$ cat config.mk
export PLATFORM = sky130hd
export DESIGN_NAME = pid_core_param
export DESIGN_NICKNAME = d
export VERILOG_FILES = /design/src/rtl/pid_core_param.sv
export SDC_FILE = /design/constraint.sdc
export NUM_CORES = 1
export LEC_CHECK = 0
export ABC_AREA = 1
export CORE_MARGIN = 10
export CORE_UTILIZATION = 31
export DETAILED_ROUTE_END_ITERATION = 7
export PLACE_DENSITY_LB_ADDON = 0.08
export REMOVE_ABC_BUFFERS = 1
export SLEW_MARGIN = 20
export SYNTH_ARGS = -nofsm -noshare
export SYNTH_HDL_FRONTEND = slang
export SYNTH_SLANG_ARGS = --single-unit
$ cat constraint.sdc
create_clock -name clk -period 19.8 [get_ports clk]
set_clock_uncertainty 0.1 [all_clocks]
set_input_delay 2.97 -clock clk [delete_from_list [all_inputs] [get_ports clk]]
set_output_delay 2.97 -clock clk [all_outputs]
set_load 0.01 [all_outputs]
$ cat src/rtl/pid_core_param.sv
// pid_core_param: runtime-programmable PID controller with one shared multiplier.
// A 5-state FSM (IDLE -> P -> I -> D -> SUM) runs the P, I and D products
// through the same multiplier. The integrator saturates, anti-windup is
// conditional integration, and the output is clamped to [OUT_MIN, OUT_MAX].
// Optional build macro: PID_RATE_LIMIT_EN limits the output step per sample
// to RATE_MAX.
module pid_core_param #(
    parameter int DW       = 8,
    parameter int GW       = 8,
    parameter int FRAC     = 0,
    parameter int IW       = 16,
    parameter int OUT_MIN  = 0,
    parameter int OUT_MAX  = 2**DW-1,
    parameter int RATE_MAX = 16
) (
    input  logic          clk,
    input  logic          rst,
    input  logic          gain_we,
    input  logic [1:0]    gain_sel,
    input  logic [GW-1:0] gain_wdata,
    input  logic          int_clear,
    input  logic          in_valid,
    output logic          in_ready,
    input  logic [DW-1:0] setpoint,
    input  logic [DW-1:0] feedback,
    output logic          out_valid,
    output logic [DW-1:0] control_signal,
    output logic [1:0]    sat_flag
);

    // Error width, multiplier operand-B width (holds error differences),
    // product width, integrator accumulate width and final sum width.
    localparam int EW = DW + 1;
    localparam int BW = DW + 2;
    localparam int PW = GW + BW;
    localparam int AW = ((IW > PW) ? IW : PW) + 1;
    localparam int SW = IW + GW + 2;

    localparam logic signed [GW-1:0] KP_RST = GW'(32'sd1 <<< FRAC);
    localparam logic signed [IW-1:0] IMAX   = {1'b0, {(IW-1){1'b1}}};
    localparam logic signed [IW-1:0] IMIN   = {1'b1, {(IW-1){1'b0}}};
    localparam logic signed [AW-1:0] IMAX_A = AW'(IMAX);
    localparam logic signed [AW-1:0] IMIN_A = AW'(IMIN);
    localparam logic signed [SW-1:0] OMAX_S = SW'(OUT_MAX);
    localparam logic signed [SW-1:0] OMIN_S = SW'(OUT_MIN);

    typedef enum logic [2:0] {
        ST_IDLE = 3'd0,
        ST_P    = 3'd1,
        ST_I    = 3'd2,
        ST_D    = 3'd3,
        ST_SUM  = 3'd4
    } state_t;

    // Saturate a wide accumulator value into the signed integrator range.
    function automatic logic signed [IW-1:0] sat_int(input logic signed [AW-1:0] v);
        if (v > IMAX_A) begin
            return IMAX;
        end else if (v < IMIN_A) begin
            return IMIN;
        end else begin
            return v[IW-1:0];
        end
    endfunction

    state_t                 state_r, state_nx_s;
    logic signed [GW-1:0]   kp_r, ki_r, kd_r;
    logic signed [GW-1:0]   kp_snap_r, ki_snap_r, kd_snap_r;
    logic signed [EW-1:0]   err_r, prev_err_r, err_in_s;
    logic signed [PW-1:0]   p_r, d_r, prod_s;
    logic signed [IW-1:0]   int_r, int_nx_s;
    logic signed [AW-1:0]   acc_s;
    logic signed [GW-1:0]   mul_a_s;
    logic signed [BW-1:0]   mul_b_s;
    logic signed [SW-1:0]   sum_s, sum_sh_s;
    logic [DW-1:0]          clamp_s, cs_nx_s, cs_r;
    logic [1:0]             sat_nx_s, sat_r;
    logic                   out_valid_r;
    logic                   accept_s;
    logic                   skip_int_s;

    assign in_ready       = (state_r == ST_IDLE);
    assign out_valid      = out_valid_r;
    assign control_signal = cs_r;
    assign sat_flag       = sat_r;
    assign accept_s       = in_valid & (state_r == ST_IDLE);
    assign err_in_s       = $signed({1'b0, setpoint}) - $signed({1'b0, feedback});

    // State register.
    always_ff @(posedge clk) begin
        if (rst) begin
            state_r <= ST_IDLE;
        end else begin
            state_r <= state_nx_s;
        end
    end

    // Next-state sequencing: one edge per computation phase.
    always_comb begin
        state_nx_s = state_r;
        case (state_r)
            ST_IDLE: begin
                if (in_valid) begin
                    state_nx_s = ST_P;
                end else begin
                    state_nx_s = ST_IDLE;
                end
            end
            ST_P:    state_nx_s = ST_I;
            ST_I:    state_nx_s = ST_D;
            ST_D:    state_nx_s = ST_SUM;
            ST_SUM:  state_nx_s = ST_IDLE;
            default: state_nx_s = ST_IDLE;
        endcase
    end

    // Shared multiplier operand selection by phase.
    always_comb begin
        mul_a_s = kp_snap_r;
        mul_b_s = BW'(err_r);
        case (state_r)
            ST_P: begin
                mul_a_s = kp_snap_r;
                mul_b_s = BW'(err_r);
            end
            ST_I: begin
                mul_a_s = ki_snap_r;
                mul_b_s = BW'(err_r);
            end
            ST_D: begin
                mul_a_s = kd_snap_r;
                mul_b_s = BW'(err_r) - BW'(prev_err_r);
            end
            default: begin
                mul_a_s = kp_snap_r;
                mul_b_s = BW'(err_r);
            end
        endcase
    end

    assign prod_s   = PW'(mul_a_s) * PW'(mul_b_s);
    assign acc_s    = AW'(int_r) + AW'(prod_s);
    assign int_nx_s = sat_int(acc_s);

    // Conditional integration: do not push further into the limit the
    // previous output was clamped against.
    assign skip_int_s = (sat_r[1] & ~err_r[EW-1] & (err_r != {EW{1'b0}}))
                      | (sat_r[0] &  err_r[EW-1]);

    assign sum_s    = SW'(p_r) + SW'(int_r) + SW'(d_r);
    assign sum_sh_s = sum_s >>> FRAC;

    // Output clamp against the configured limits.
    always_comb begin
        clamp_s  = sum_sh_s[DW-1:0];
        sat_nx_s = 2'b00;
        if (sum_sh_s > OMAX_S) begin
            clamp_s  = DW'(OUT_MAX);
            sat_nx_s = 2'b10;
        end else if (sum_sh_s < OMIN_S) begin
            clamp_s  = DW'(OUT_MIN);
            sat_nx_s = 2'b01;
        end else begin
            clamp_s  = sum_sh_s[DW-1:0];
            sat_nx_s = 2'b00;
        end
    end

`ifdef PID_RATE_LIMIT_EN
    logic [DW+1:0] rl_prev_s, rl_new_s, rl_step_s, rl_up_s, rl_dn_s;

    // Limit the step between the held output and the new clamped value.
    always_comb begin
        rl_prev_s = {2'b00, cs_r};
        rl_new_s  = {2'b00, clamp_s};
        rl_step_s = (DW+2)'(RATE_MAX);
        rl_up_s   = rl_prev_s + rl_step_s;
        rl_dn_s   = rl_prev_s - rl_step_s;
        if (rl_new_s > rl_up_s) begin
            cs_nx_s = rl_up_s[DW-1:0];
        end else if ((rl_new_s + rl_step_s) < rl_prev_s) begin
            cs_nx_s = rl_dn_s[DW-1:0];
        end else begin
            cs_nx_s = clamp_s;
        end
    end
`else
    // RATE_MAX has no effect in this build.
    logic [31:0] rate_unused_s;
    assign rate_unused_s = RATE_MAX;
    assign cs_nx_s       = clamp_s;
`endif

    // Gain registers (writable any time) and per-sample snapshots.
    always_ff @(posedge clk) begin
        if (rst) begin
            kp_r      <= KP_RST;
            ki_r      <= {GW{1'b0}};
            kd_r      <= {GW{1'b0}};
            kp_snap_r <= KP_RST;
            ki_snap_r <= {GW{1'b0}};
            kd_snap_r <= {GW{1'b0}};
        end else begin
            if (gain_we) begin
                case (gain_sel)
                    2'd0:    kp_r <= gain_wdata;
                    2'd1:    ki_r <= gain_wdata;
                    2'd2:    kd_r <= gain_wdata;
                    default: kp_r <= kp_r;
                endcase
            end
            if (accept_s) begin
                kp_snap_r <= kp_r;
                ki_snap_r <= ki_r;
                kd_snap_r <= kd_r;
            end
        end
    end

    // Sample capture and P/I/D phase results.
    always_ff @(posedge clk) begin
        if (rst) begin
            err_r      <= {EW{1'b0}};
            prev_err_r <= {EW{1'b0}};
            p_r        <= {PW{1'b0}};
            d_r        <= {PW{1'b0}};
            int_r      <= {IW{1'b0}};
        end else begin
            if (accept_s) begin
                err_r <= err_in_s;
            end
            if (state_r == ST_P) begin
                p_r <= prod_s;
            end
            if (int_clear) begin
                int_r <= {IW{1'b0}};
            end else if ((state_r == ST_I) && !skip_int_s) begin
                int_r <= int_nx_s;
            end
            if (state_r == ST_D) begin
                d_r        <= prod_s;
                prev_err_r <= err_r;
            end
        end
    end

    // Registered result, saturation flags and one-cycle valid strobe.
    always_ff @(posedge clk) begin
        if (rst) begin
            out_valid_r <= 1'b0;
            cs_r        <= {DW{1'b0}};
            sat_r       <= 2'b00;
        end else begin
            out_valid_r <= (state_r == ST_SUM);
            if (state_r == ST_SUM) begin
                cs_r  <= cs_nx_s;
                sat_r <= sat_nx_s;
            end
        end
    end

endmodule

# After elaboration in Yosys (flattened, before gate mapping)
# Cells that the tools add are included.
[word_totals]
regBits = 132
latch_bits = 0
mem_bits_rw = 0
romBits = 0
output_inout_bits = 12
n_memories = 0
[classes]
add_sub_neg = 5
n_mul = 1
n_div = 0
n_lt_le_gt_ge = 4
n_eq_ne = 6
shifts = 0
n_mux = 10
bitwise_logic = 6
reduce_logical = 9
[op_table]
columns = ["cell", "count"]
rows = [
  ["$mux W16", 2],
  ["$add A19 B18 Y20", 1],
  ["$gt A20 B9 Y1 const B", 1],
  ["$lt A20 B1 Y1 const B", 1],
  ["$add A16 B18 Y19", 1],
  ["$add A18 B16 Y19", 1],
  ["$gt A19 B16 Y1 const B", 1],
  ["$lt A19 B16 Y1 const B", 1],
  ["$mul A8 B10 Y18", 1],
  ["$mux W8", 2],
  ["$pmux W8 S2", 1],
  ["$pmux W3 S4", 1],
  ["$mux W10", 1],
  ["$sub A9 B9 Y10", 1],
  ["$reduce_bool A9 Y1", 1],
  ["$sub A8 B8 Y9", 1],
  ["$eq A3 B2 Y1 const B", 2],
  ["$reduce_and A2 Y1", 3],
  ["$and A1 B1 Y1", 4],
  ["$eq A3 B1 Y1 const B", 1],
  ["$eq A3 B3 Y1 const B", 1],
  ["$logic_not A3 Y1", 1],
  ["$eq A2 B1 Y1 const B", 1],
  ["$eq A2 B2 Y1 const B", 1],
  ["other kinds (8)", 9],
]

# Longest topological paths before layout
[logic_depth]
ltp_word = 7
mapped_depth = 42
mapped_depth_nobuf = 41

# Least setup slack after synthesis
# OpenSTA, ideal clock, no wires.
[synth_timing]
path_type = "register -> register"
start = "reg err_r[0]"
end = "reg int_r[10]"
setup_ns = 0.066
arrival_ns = 6.930
required_time_ns = 19.634
path_slack_ns = 12.704
path_stages_with_launch = 42
n_path_buf = 1
synth_period_minus_slack_ns = 7.096
cell_sequence = "dfxtp_1 -> inv_1 -> ha_1 -> fa_1 -> o21ai_0 -> nand2_1 -> nand2_1 -> a21o_1 -> nand2_1 -> nand2_1 -> a21oi_1 -> xor2_1 -> nand2_1 -> nand2_1 -> nor2_1 -> fa_1 -> fa_1 -> fa_1 -> (+6 left out) -> a21o_1 -> a21o_1 -> a21oi_1 -> xor2_1 -> inv_1 -> ha_1 -> a21oi_1 -> o21ai_0 -> a21oi_1 -> nand2_1 -> nand2_1 -> nand3_1 -> o21ai_2 -> nand3_1 -> nand2_2 -> buf_6 -> nand2_1 -> a21oi_2"
[synth_via]
elab_chain_len = 7
[synth_lines]
columns = ["item", "line_no", "source"]
rows = [
  ["start: declaration", "69", "logic signed [EW-1:0] err_r, prev_err_r, err_in_s;"],
  ["start signal: assignment", "223", "err_r <= {EW{1'b0}};"],
  ["start signal: assignment", "230", "err_r <= err_in_s;"],
  ["$sub A9 B9 Y10", "132", "mul_b_s = BW'(err_r) - BW'(prev_err_r);"],
  ["$mux W10 *", "121", "case (state_r)"],
  ["$mul A8 B10 Y18 *", "141", "assign prod_s = PW'(mul_a_s) * PW'(mul_b_s);"],
  ["net prod_s[13]", "70", "logic signed [PW-1:0] p_r, d_r, prod_s;"],
  ["$add A16 B18 Y19 *", "142", "assign acc_s = AW'(int_r) + AW'(prod_s);"],
  ["$lt A19 B16 Y1", "59", "end else if (v < IMIN_A) begin"],
  ["$mux W16", "59", ""],
  ["$mux W16 *", "57", "if (v > IMAX_A) begin"],
  ["end signal: assignment", "227", "int_r <= {IW{1'b0}};"],
  ["end signal: assignment", "236", "int_r <= {IW{1'b0}};"],
  ["end signal: assignment", "238", "int_r <= int_nx_s;"],
  ["end: declaration", "71", "logic signed [IW-1:0] int_r, int_nx_s;"],
]
# The timed path passes the listed nets; every way through them passes the cells marked *.
# A chain may end at the register's enable or synchronous reset.

# Worst setup path after layout
[layout_timing]
start = "reg err_r[0]"
end = "reg int_r[3]"
# The elaborated chain is that of the path after synthesis.

==> flow_metrics.py <==
metrics = {
    "placement": {
        "io_buffers": 42,
        "gp_congestion": 0.842,
        "detailedPlacementHpwl_um": 24400,
    },
    "routing": {
        "drt-total-wl_um": 31100,
        "drt_iter0_markers": 352,
        "antenna_left": 0,
        "vias_per_cell": 4.73,
        "wl_per_cell_um": 15.8,
        "vias": 9299,
        "drt-pass1-iter-count": 5,
        "drc": 0,
    },
    "clock_tree": {
        "cts_sinks": 132,
        "post_cts_buffers": 0,
        "worst_skew_pair.late_latency_ps": 440,
        "cts_buffers": 17,
        "cts-resized-gates": 0,
        "cts_buffer_depth": 2,
        "cts_tree": "yes",
        "ctsHoldBuffers": 0,
        "root_buffer": "clkbuf_16",
        "path_clk_slew_ps": 60,
        "h-tree-depth": 4,
    },
    "power": {
        "ir_worst_vdd_mv": 0.0612,
        "p_leak_nw": 5.85,
        "powerDensity_nw_per_um2": 89.7,
        "power.total_mw": 1.11,
    },
    "global_routing": {
        "grt_antenna_before_repair": 0,
        "overflow": 0,
        "grt_use_total_pct": 14.4,
        "grt_max_degree": 46,
        "grt_pass1_vias": 9437,
        "grt_pass1_wl_um": 50600,
    },
    "worst_hold_path": {
        "min_path_type": "register to register",
    },
    "worst_setup_path": {
        "worstPathArrival_ps": 8560,
        "crit_path_top_delay_cell": "fa_1",
        "cp_max_fo": 15,
        "path_class": "register to register",
        "start_kind": "register",
        "cp-end-kind": "register",
        "cpPeakStageDelay_ps": 540,
        "cp.required_ps": 19990,
    },
    "synth": {
        "synth_cell_types": 43,
        "syn-cell-area_um2": 10900,
        "synthCells": 1464,
        "syn_avg_cell_area_um2": 7.47,
        "synth.ff_latch_count": 132,
        "ys_seq_area_share_pct": 24.2,
        "ys_warn_count": 0,
    },
    "sta": {
        "finalCriticalPeriod_ps": 8370,
        "timing.setup.tns_ps": 0,
        "rsz0062_at_grt": "false",
        "timing.final.crit_share_pct": 42.3,
        "slew_headroom_pct": 47.7,
        "setup_viol_count_final": 0,
        "worst-slew-pin-transition_ps": 783,
        "hold_viol": 0,
        "fmax_mhz": 120,
        "drv_slew": 0,
    },
    "floorplanning": {
        "ios": 43,
        "start_util_pct": 31.5,
        "die_area_um2": 43200,
        "die_h_um": 208,
        "die_w_um": 208,
        "num_rows": 68,
        "core_area_um2": 34700,
    },
    "final_layout": {
        "layout-drive-gt1-share_pct": 5.63,
        "area_growth_pct": 13.3,
        "finalNetCount": 1706,
        "diodes": 0,
    },
    "outcome": {
        "status": "completed",
    },
    "run": {
        "drv_cap": 0,
    },
}
==> power by group <==
group,switching (mW),internal [mW]
clock,0.141,0.184
sequential,0.0144,0.283
combinational,0.322,0.167
==> state kept, by name, summed over array words and instances (netlist names), 2 cells and up <==
signal          flops
kp_r                8
kd_snap_r           8
p_r                18
err_r               9
state_r             3
d_r                18
prev_err_r          9
control_signal      8
kp_snap_r           8
ki_snap_r           8
sat_flag            2
ki_r                8
int_r              16
kd_r                8
==> synth_stat cells, drive strengths merged <==
library cell | count | area [um2]
or2 | 4 | 25.0
nand3b | 5 | 37.5
xnor2 | 22 | 193
o21bai | 3 | 22.5
dlygate4sd1 | 1 | 8.76
xor2 | 36 | 315
nand2 | 222 | 871
buf | 3 | 27.5
o2111ai | 3 | 26.3
nand4 | 9 | 56.3
o21ai | 144 | 724
nor3 | 11 | 71.3
a21o | 7 | 52.6
fa | 84 | 1680
clkbuf | 29 | 139
ha | 94 | 1180
o31ai | 1 | 7.51
a21boi | 3 | 22.5
a21oi | 166 | 872
clkinv | 3 | 11.3
nor2 | 210 | 822
nand3 | 50 | 265
a31oi | 2 | 12.5
inv | 212 | 796
dfxtp | 132 | 2640
nor4 | 1 | 6.26
o21a | 7 | 52.6
==> logic make-up (layout without fill, tap and decap cells) <==
kind of cell               count (synthesis)  in the layout  share of synthesized area, %
and+or+nand+nor                          512            512                          19.7
xor gates and xnor gates                  58             58                          4.64
AOI/OAI and AO/OA                        336            336                          16.4
adders and majority gates                178            178                          26.1
DFF                                      132            132                          24.2
buffers and inverters                    248            294                          8.98
==> layout by cell type (no fill, tap or decap), types with 3 or more instances in the layout <==
master | synthesis | final
nand2_1 | 211 | 211
inv_1 | 206 | 205
nor2_1 | 204 | 203
a21oi_1 | 155 | 155
o21ai_0 | 135 | 135
dfxtp_1 | 132 | 132
ha_1 | 94 | 94
fa_1 | 84 | 84
nand3_1 | 47 | 47
clkdlybuf4s50_1 | 0 | 41
xor2_1 | 36 | 36
xnor2_1 | 22 | 22
clkbuf_16 | 0 | 17
a21oi_2 | 11 | 11
nand4_1 | 9 | 9
nand2_2 | 9 | 9
o21ai_1 | 8 | 8
nor3_1 | 9 | 7
inv_2 | 6 | 7
a21o_1 | 7 | 7
o21a_1 | 7 | 7
inv_6 | 0 | 7
nor2_2 | 4 | 5
nand3b_1 | 5 | 5
buf_4 | 0 | 5
nand3_2 | 3 | 3
o2111ai_1 | 3 | 3
clkinv_1 | 3 | 3
or2_2 | 3 | 3
nor3_2 | 1 | 3
o21bai_1 | 3 | 3
==> layout make-up <==
class	count	area, um2
Multi-Input combinational cell	1084	7330
Inverter	215	807
Sequential cell	132	2640
Tap cell	455	569
Fill cell	3769	22300
Clock buffer	19	453
Timing Repair Buffer	47	453
Clock inverter	13	138
==> routing by layer <==
| metal | GRT usage (%) | part of all wire, % | vias to the layer above |
|---|---|---|---|
| li1 | - | - | 4793 |
| met1 | 17.8 | 47 | 4382 |
| met2 | 25.8 | 50 | 101 |
| met3 | 1.99 | 1.9 | 23 |
| met4 | 3.51 | 1.3 | 0 |
| met5 | 0 | 0 | - |
==> metrics by stage <==
step	hold WS (ps)	instance area [um2]	setup WS, ps	utilization (%)	cells
final	351	12400	11430	35.7	1965
after floorplan	329	10800	12630	-	1431
after CTS	357	12400	11300	35.7	1965
after detailed placement	346	11800	11330	34.0	1933
after global placement	343	11800	11380	33.9	1933
after global routing	379	12400	10680	35.7	1965
==> final timing paths <==
check	from	to	slack [ps]	cells after the start
min reg2reg	ki_snap_r[3]	ki_snap_r[3]	350	2
min	ki_snap_r[3]	ki_snap_r[3]	350	2
max	err_r[0]	int_r[3]	11430	36
max reg2reg	err_r[0]	int_r[3]	11430	36
==> worst max-delay path: cells and delay by family (launching register included) <==
kind | cells | cell delay (ps)
buffers and inverters | 5 | 470
xor gates and xnor gates | 2 | 410
DFF | 1 | 360
AOI/OAI and AO/OA | 9 | 1520
adders and majority gates | 8 | 3350
and+or+nand+nor | 12 | 1960
(Power assumes the default switching activity.)
